$ cat src/rtl/friet_permutation_job_sequencer.sv
// Two-channel round-robin job sequencer in front of one Friet permutation core.
// Latency: 1 grant + WORDS load + 1 start + core latency + 1 finish capture + WORDS drain cycles.
// Backpressure: req_valid low stalls loading, resp_ready low freezes the drain (no shift-out).
//
// Ports:
//   clk, rst                      : single clock, synchronous active-high reset
//   req{0,1}_data/valid/ready     : per-channel input word streams (12 words per job)
//   resp{0,1}_data/valid/ready    : per-channel result streams, with _last marker and _fault tag
//   perm_*                        : start pulse, shift-in/out strobes and status of the core
//   busy, owner                   : job in flight, channel currently holding the grant
module friet_permutation_job_sequencer #(
  parameter int WORDS          = 12,
  parameter int TIMEOUT_CYCLES = 1023,
  parameter int TIMER_WIDTH    = 10
) (
  input  logic        clk,
  input  logic        rst,
  input  logic [31:0] req0_data,
  input  logic        req0_valid,
  output logic        req0_ready,
  output logic [31:0] resp0_data,
  output logic        resp0_valid,
  input  logic        resp0_ready,
  output logic        resp0_last,
  output logic        resp0_fault,
  input  logic [31:0] req1_data,
  input  logic        req1_valid,
  output logic        req1_ready,
  output logic [31:0] resp1_data,
  output logic        resp1_valid,
  input  logic        resp1_ready,
  output logic        resp1_last,
  output logic        resp1_fault,
  output logic        perm_start_enable,
  output logic        perm_state_buffer_in_enabled,
  output logic [31:0] perm_state_buffer_in,
  output logic        perm_state_buffer_out_enabled,
  input  logic [31:0] perm_state_word,
  input  logic        perm_core_free,
  input  logic        perm_core_finish,
  input  logic        perm_fault_detected,
  output logic        busy,
  output logic        owner
);

  localparam int CW = (WORDS > 1) ? $clog2(WORDS) : 1;
  localparam logic [CW-1:0]          LAST_CNT = CW'(WORDS - 1);
  localparam logic [TIMER_WIDTH-1:0] TMO_CNT  = TIMER_WIDTH'(TIMEOUT_CYCLES - 1);
  localparam logic [TIMER_WIDTH-1:0] TMR_MAX  = '1;

  typedef enum logic [2:0] {IDLE, LOAD, START, WAIT, DRAIN} state_t;

  state_t                 state_q, state_d;
  logic                   grant_q, grant_d;
  logic                   last_grant_q, last_grant_d;
  logic [CW-1:0]          cnt_q, cnt_d;
  logic [TIMER_WIDTH-1:0] timer_q, timer_d;
  logic                   fault_lat_q, fault_lat_d;
  logic                   timeout_lat_q, timeout_lat_d;

  // Shared (channel-agnostic) stream signals, steered to the granted channel below.
  logic        in_rdy;
  logic        out_vld;
  logic [31:0] out_dat;
  logic        out_last;
  logic        out_fault;

  logic        req_valid_g;
  logic [31:0] req_data_g;
  logic        resp_ready_g;

  assign req_valid_g  = grant_q ? req1_valid  : req0_valid;
  assign req_data_g   = grant_q ? req1_data   : req0_data;
  assign resp_ready_g = grant_q ? resp1_ready : resp0_ready;

  always_comb begin
    state_d       = state_q;
    grant_d       = grant_q;
    last_grant_d  = last_grant_q;
    cnt_d         = cnt_q;
    timer_d       = timer_q;
    fault_lat_d   = fault_lat_q;
    timeout_lat_d = timeout_lat_q;

    in_rdy    = 1'b0;
    out_vld   = 1'b0;
    out_dat   = '0;
    out_last  = 1'b0;
    out_fault = 1'b0;

    perm_start_enable             = 1'b0;
    perm_state_buffer_in_enabled  = 1'b0;
    perm_state_buffer_in          = '0;
    perm_state_buffer_out_enabled = 1'b0;

    case (state_q)
      IDLE: begin
        if (perm_core_free && (req0_valid || req1_valid)) begin
          // Prefer the channel that did not complete the previous job.
          if (last_grant_q) grant_d = req0_valid ? 1'b0 : 1'b1;
          else              grant_d = req1_valid ? 1'b1 : 1'b0;
          cnt_d         = '0;
          fault_lat_d   = 1'b0;
          timeout_lat_d = 1'b0;
          state_d       = LOAD;
        end
      end
      LOAD: begin
        in_rdy               = 1'b1;
        perm_state_buffer_in = req_data_g;
        if (req_valid_g) begin
          perm_state_buffer_in_enabled = 1'b1;
          if (cnt_q == LAST_CNT) begin
            cnt_d   = '0;
            state_d = START;
          end else begin
            cnt_d = cnt_q + CW'(1);
          end
        end
      end
      START: begin
        perm_start_enable = 1'b1;
        timer_d           = '0;
        state_d           = WAIT;
      end
      WAIT: begin
        // Saturating so a stuck core can never wrap the watchdog past its abort point.
        timer_d = (timer_q == TMR_MAX) ? timer_q : timer_q + TIMER_WIDTH'(1);
        if (perm_core_finish) begin
          fault_lat_d = perm_fault_detected;
          state_d     = DRAIN;
        end else if (timer_q >= TMO_CNT) begin
          timeout_lat_d = 1'b1;
          state_d       = DRAIN;
        end
      end
      DRAIN: begin
        out_vld   = 1'b1;
        // After an abort the core state is meaningless; return zeros and leave the core alone.
        out_dat   = timeout_lat_q ? 32'h0 : perm_state_word;
        out_fault = fault_lat_q | timeout_lat_q;
        out_last  = (cnt_q == LAST_CNT);
        if (resp_ready_g) begin
          perm_state_buffer_out_enabled = ~timeout_lat_q;
          if (cnt_q == LAST_CNT) begin
            cnt_d        = '0;
            last_grant_d = grant_q;
            state_d      = IDLE;
          end else begin
            cnt_d = cnt_q + CW'(1);
          end
        end
      end
      default: state_d = IDLE;
    endcase
  end

  always_ff @(posedge clk) begin
    if (rst) begin
      state_q       <= IDLE;
      grant_q       <= 1'b0;
      last_grant_q  <= 1'b1;
      cnt_q         <= '0;
      timer_q       <= '0;
      fault_lat_q   <= 1'b0;
      timeout_lat_q <= 1'b0;
    end else begin
      state_q       <= state_d;
      grant_q       <= grant_d;
      last_grant_q  <= last_grant_d;
      cnt_q         <= cnt_d;
      timer_q       <= timer_d;
      fault_lat_q   <= fault_lat_d;
      timeout_lat_q <= timeout_lat_d;
    end
  end

  // Non-granted channel is held fully quiet.
  assign req0_ready  = in_rdy & ~grant_q;
  assign req1_ready  = in_rdy &  grant_q;
  assign resp0_valid = out_vld & ~grant_q;
  assign resp1_valid = out_vld &  grant_q;
  assign resp0_last  = out_last & ~grant_q;
  assign resp1_last  = out_last &  grant_q;
  assign resp0_fault = out_fault & ~grant_q;
  assign resp1_fault = out_fault &  grant_q;
  assign resp0_data  = grant_q ? 32'h0 : out_dat;
  assign resp1_data  = grant_q ? out_dat : 32'h0;

  assign busy  = (state_q != IDLE);
  assign owner = grant_q;

endmodule

$ cat config.mk
export PLATFORM = sky130hd
export DESIGN_NAME = friet_permutation_job_sequencer
export DESIGN_NICKNAME = d
export VERILOG_FILES = /design/src/rtl/friet_permutation_job_sequencer.sv
export SDC_FILE = /design/constraint.sdc
export NUM_CORES = 1
export LEC_CHECK = 0
export CELL_PAD_IN_SITES_DETAIL_PLACEMENT = 1
export CELL_PAD_IN_SITES_GLOBAL_PLACEMENT = 2
export CORE_AREA = 3 3 125 127
export DETAILED_ROUTE_END_ITERATION = 10
export DIE_AREA = 0 0 128 130
export PLACE_DENSITY_LB_ADDON = 0.15
export SYNTH_ARGS = -nofsm -noshare
export SYNTH_HDL_FRONTEND = slang
export SYNTH_SLANG_ARGS = --single-unit
$ cat constraint.sdc
create_clock -name clk -period 3.7 [get_ports clk]
set_input_delay 1.11 -clock clk [delete_from_list [all_inputs] [get_ports clk]]
set_output_delay 1.11 -clock clk [all_outputs]
set_load 0.02 [all_outputs]
==> run_results.csv <==
group,metric,value,unit
global_route,grt_max_degree,41,
critical_path,worstPathMaxFanout,3,
drt,drcViolationCount,0,
clock_network,clock_latency,0.25,ns
sta,worst_clock_skew,0.00374,ns
synth,yosys.area.top_type,"dfxtp_1",
sta,fin_ws,0.0800,ns
drt,drtIter0Drc,133,
synth,ys_ff_latch,21,
final_layout,fill_cells,1731,
critical_path,reg2reg_to,"cnt_q[2]$_SDFFE_PP0P_",
synth,synth_area_leaders,"dfxtp_1, and2_1, mux2i_1",
hold_path,hp-class,"reg -> reg",
floorplanning,rows,44,
clock_network,cts_resized,0,
pwr,p_sw_share,43.6,%
synth,synth_ff_type,"dfxtp_1",
synth,netlist_area,0.00219,mm^2
final_layout,drive_above_1_share,6.26,%
sta,hold_ws,0.484,ns
critical_path,slowest_delay,0.59,ns
synth,synth_compound_area_share,8.51,%
synth,synth-edff-count,0,
floorplanning,die_h,130,um
critical_path,r2r-start,"state_q[0]$_SDFFE_PP0P_",
critical_path,crit_path_frequent_cell,"clkdlybuf4s50_1",
critical_path,crit_chain,"clkdlybuf4s50_1 -> mux2_2 -> nand2b_4 -> inv_1 -> clkdlybuf4s50_1",
final_layout,utilization,32.2,%
final_layout,most-common-layout-cells,"clkdlybuf4s50_1, and2_1, nor2_1, mux2i_1, dfxtp_1",
global_route,grt_overflow,0,
drt,ant_nets,0,
drt,vias,2857,
sta,rsz0062_at_grt,"no",
final_layout,layout_commonest_cell,"clkdlybuf4s50_1",
sta,relSlewSlack,62.7,%
critical_path,critical_path.endpoint_type,"primary output",
synth,synth.distinct_cells,45,
final_layout,areaGrowthSynthToFinish,114,%
placed_design,dp_slack,0.0769,ns
sta,tightestPinTransition,0.556,ns
clock_network,root_buffer,"clkbuf_16",
sta,maxSlewViolCount,0,
drt,detail_route.wl_per_cell,17.5,um
clock_network,clk_pin_slew,0.06,ns
drt,wl,12200,um
final_layout,final-seq-area,422,um^2
sta,finalSetupTns,0,ns
floorplanning,initial_core_util,15.1,%
pwr,p_switching,0.819,mW
run_status,status,"finished, final reports clean",
placed_design,portBuffers,213,
final_layout,insertedDiodeCount,0,
critical_path,cp_slowest_cell,"clkdlybuf4s50_1",
clock_network,cts_tree,"yes",
clock_network,cts_made_buffers,3,
pwr,p_int,1.06,mW
final_layout,nets,620,
synth,synth_cells,303,
drt,avgViaCountPerCell,4.11,
synth,ys_seq_area_share,19.2,%
global_route,antenna_found_initial,0,
critical_path,critPathLaunchType,"input pin",
final_layout,fin_cells,695,
synth,syn_area_per_cell,7.23,um^2
critical_path,required,2.59,ns
placed_design,place.gp.congestion,0.772,
floorplanning,die_x,128,um
synth,synthMuxAreaShare,17.6,%
floorplanning,ios,214,
final_layout,stdcell_area,0.00468,mm^2
pwr,leakage,1.68,nW
placed_design,placedInstanceArea,0.00460,mm^2
sta,finalSetupViolCount,0,
pwr,p_per_area,401,mW/mm^2
global_route,grt_pass1_vias,2881,
final_layout,multi_input_area,0.00166,mm^2
pwr,seqPwrFrac,13.7,%
hold_path,hold_start,"fault_lat_q$_SDFFE_PP0P_",
critical_path,path_class,"in -> out",
hold_path,holdPathEnd,"fault_lat_q$_SDFFE_PP0P_",
critical_path,ff2ff_path_depth,7,
sta,period_needed,3.62,ns
clock_network,clock_path_buffers,2,
sta,hold_viol,0,
floorplanning,core_area,0.0145,mm^2
clock_network,clock-sinks,21,
synth,synth_top_cell_area_share,19.2,%
flow_run,cap_violations,0,
drt,first_pass_iters,4,
pwr,ir_drop,0.138,mV
global_route,grt_pass1_wl,17900,um
clock_network,postCtsHoldBufs,0,
global_route,grtUsageTotal,13.6,%
placed_design,placed_cells_incl_taps,691,
synth,synth_nets,411,
floorplanning,die_area,0.0166,mm^2
critical_path,r2r_slack,1.49,ns
sta,fmax,276,MHz
pwr,finalPower,1.88,mW
synth,yosys.area_share.simple,44.0,%
synth,synth_xor_area_share,3.60,%
synth,yosys.area_share.adder,1.71,%
sta,period_share,97.8,%
critical_path,worstPathArrival,2.51,ns
clock_network,cts_setup_buffers,0,
hold_path,worstHoldPathCells,2,
placed_design,place_hpwl,10200,um
pwr,p_clk_share,12.3,%
synth,async_flop_share,0,%
clock_network,htreeDepth,1,
synth,yosysWarnings,0,
pwr,pwr-share-comb,74.0,%
synth,synth_top_family_by_area,"simple AND/OR/NAND/NOR gates",
==> registers in the layout, summed over array words and instances, names as in the netlist <==
name,cells
timer_q,10
state_q,3
fault_lat_q,1
owner,1
cnt_q,4
last_grant_q,1
timeout_lat_q,1
==> cell usage after synthesis (3+ instances only) <==
cell type and count:
a211oi_1 3, a22oi_1 3, clkbuf_1 14, nand3_1 7, inv_1 6, nor2_1 60, nand2_1 8, ha_1 3
nor3b_1 4, and2_1 65, nand4_1 4, dfxtp_1 21, xor2_1 7, mux2i_1 34, a21oi_1 10, o21ai_0 3
nor3_1 7, a31oi_1 3, mux2_2 4, buf_1 3
==> metal layers <==
metal  GRT usage, %  vias up  wire, um  share of wire [%]
li1               -     1441         -                  -
met1           18.9     1313      5650                 46
met2           23.0      101      5720                 47
met3           2.46        2       775                6.4
met4           1.50        0        29               0.24
met5              0        -         0                  0
==> worst max-delay path: cells and delay by family <==
kind / cells / cell delay, ns
and+or+nand+nor: 1 / 0.07
buffers and inverters: 3 / 1.13
muxes: 1 / 0.19
==> cell families (layout without fill, tap and decap cells) <==
group,after synthesis,after routing
AND/OR/NAND/NOR,176,176
multiplexers,38,38
AO/OA/AOI/OAI,29,29
buffers and inverters,27,235
flip-flops,21,21
XOR/XNOR,9,9
adder cells (fa/ha/maj),3,3
==> worst max path at each step <==
stage,endpoint,slack [ns],cells past startpoint,from
after detailed placement,perm_state_buffer_in_enabled,0.08,5,req0_valid
after CTS,perm_state_buffer_in_enabled,0.07,5,req0_valid
after global routing,perm_state_buffer_in_enabled,0.01,5,req0_valid
final,perm_state_buffer_in_enabled,0.08,5,req0_valid
after global placement,perm_state_buffer_in_enabled,0.09,5,req0_valid
after floorplan,perm_state_buffer_in[10],0.77,5,owner$_SDFFE_PP0P_
==> cell type report <==
type,count,area share (%)
Inverter,6,0.481
Tap cell,184,4.92
Multi-Input combinational cell,255,35.5
Sequential cell,21,9.01
Timing Repair Buffer,225,48.4
Clock buffer,3,1.60
Clock inverter,1,0.107
==> power groups by stage <==
stage / combinational [mW] / sequential, mW / clock, mW
3_5_place_dp: 1.41 / 0.263 / 0
3_3_place_gp: 1.41 / 0.262 / 0
4_1_cts: 1.41 / 0.258 / 0.242
5_1_grt: 1.50 / 0.261 / 0.250
2_1_floorplan: 0.733 / 0.264 / 0
6_report: 1.39 / 0.258 / 0.232
No activity file was read; power rests on OpenSTA's default activity.
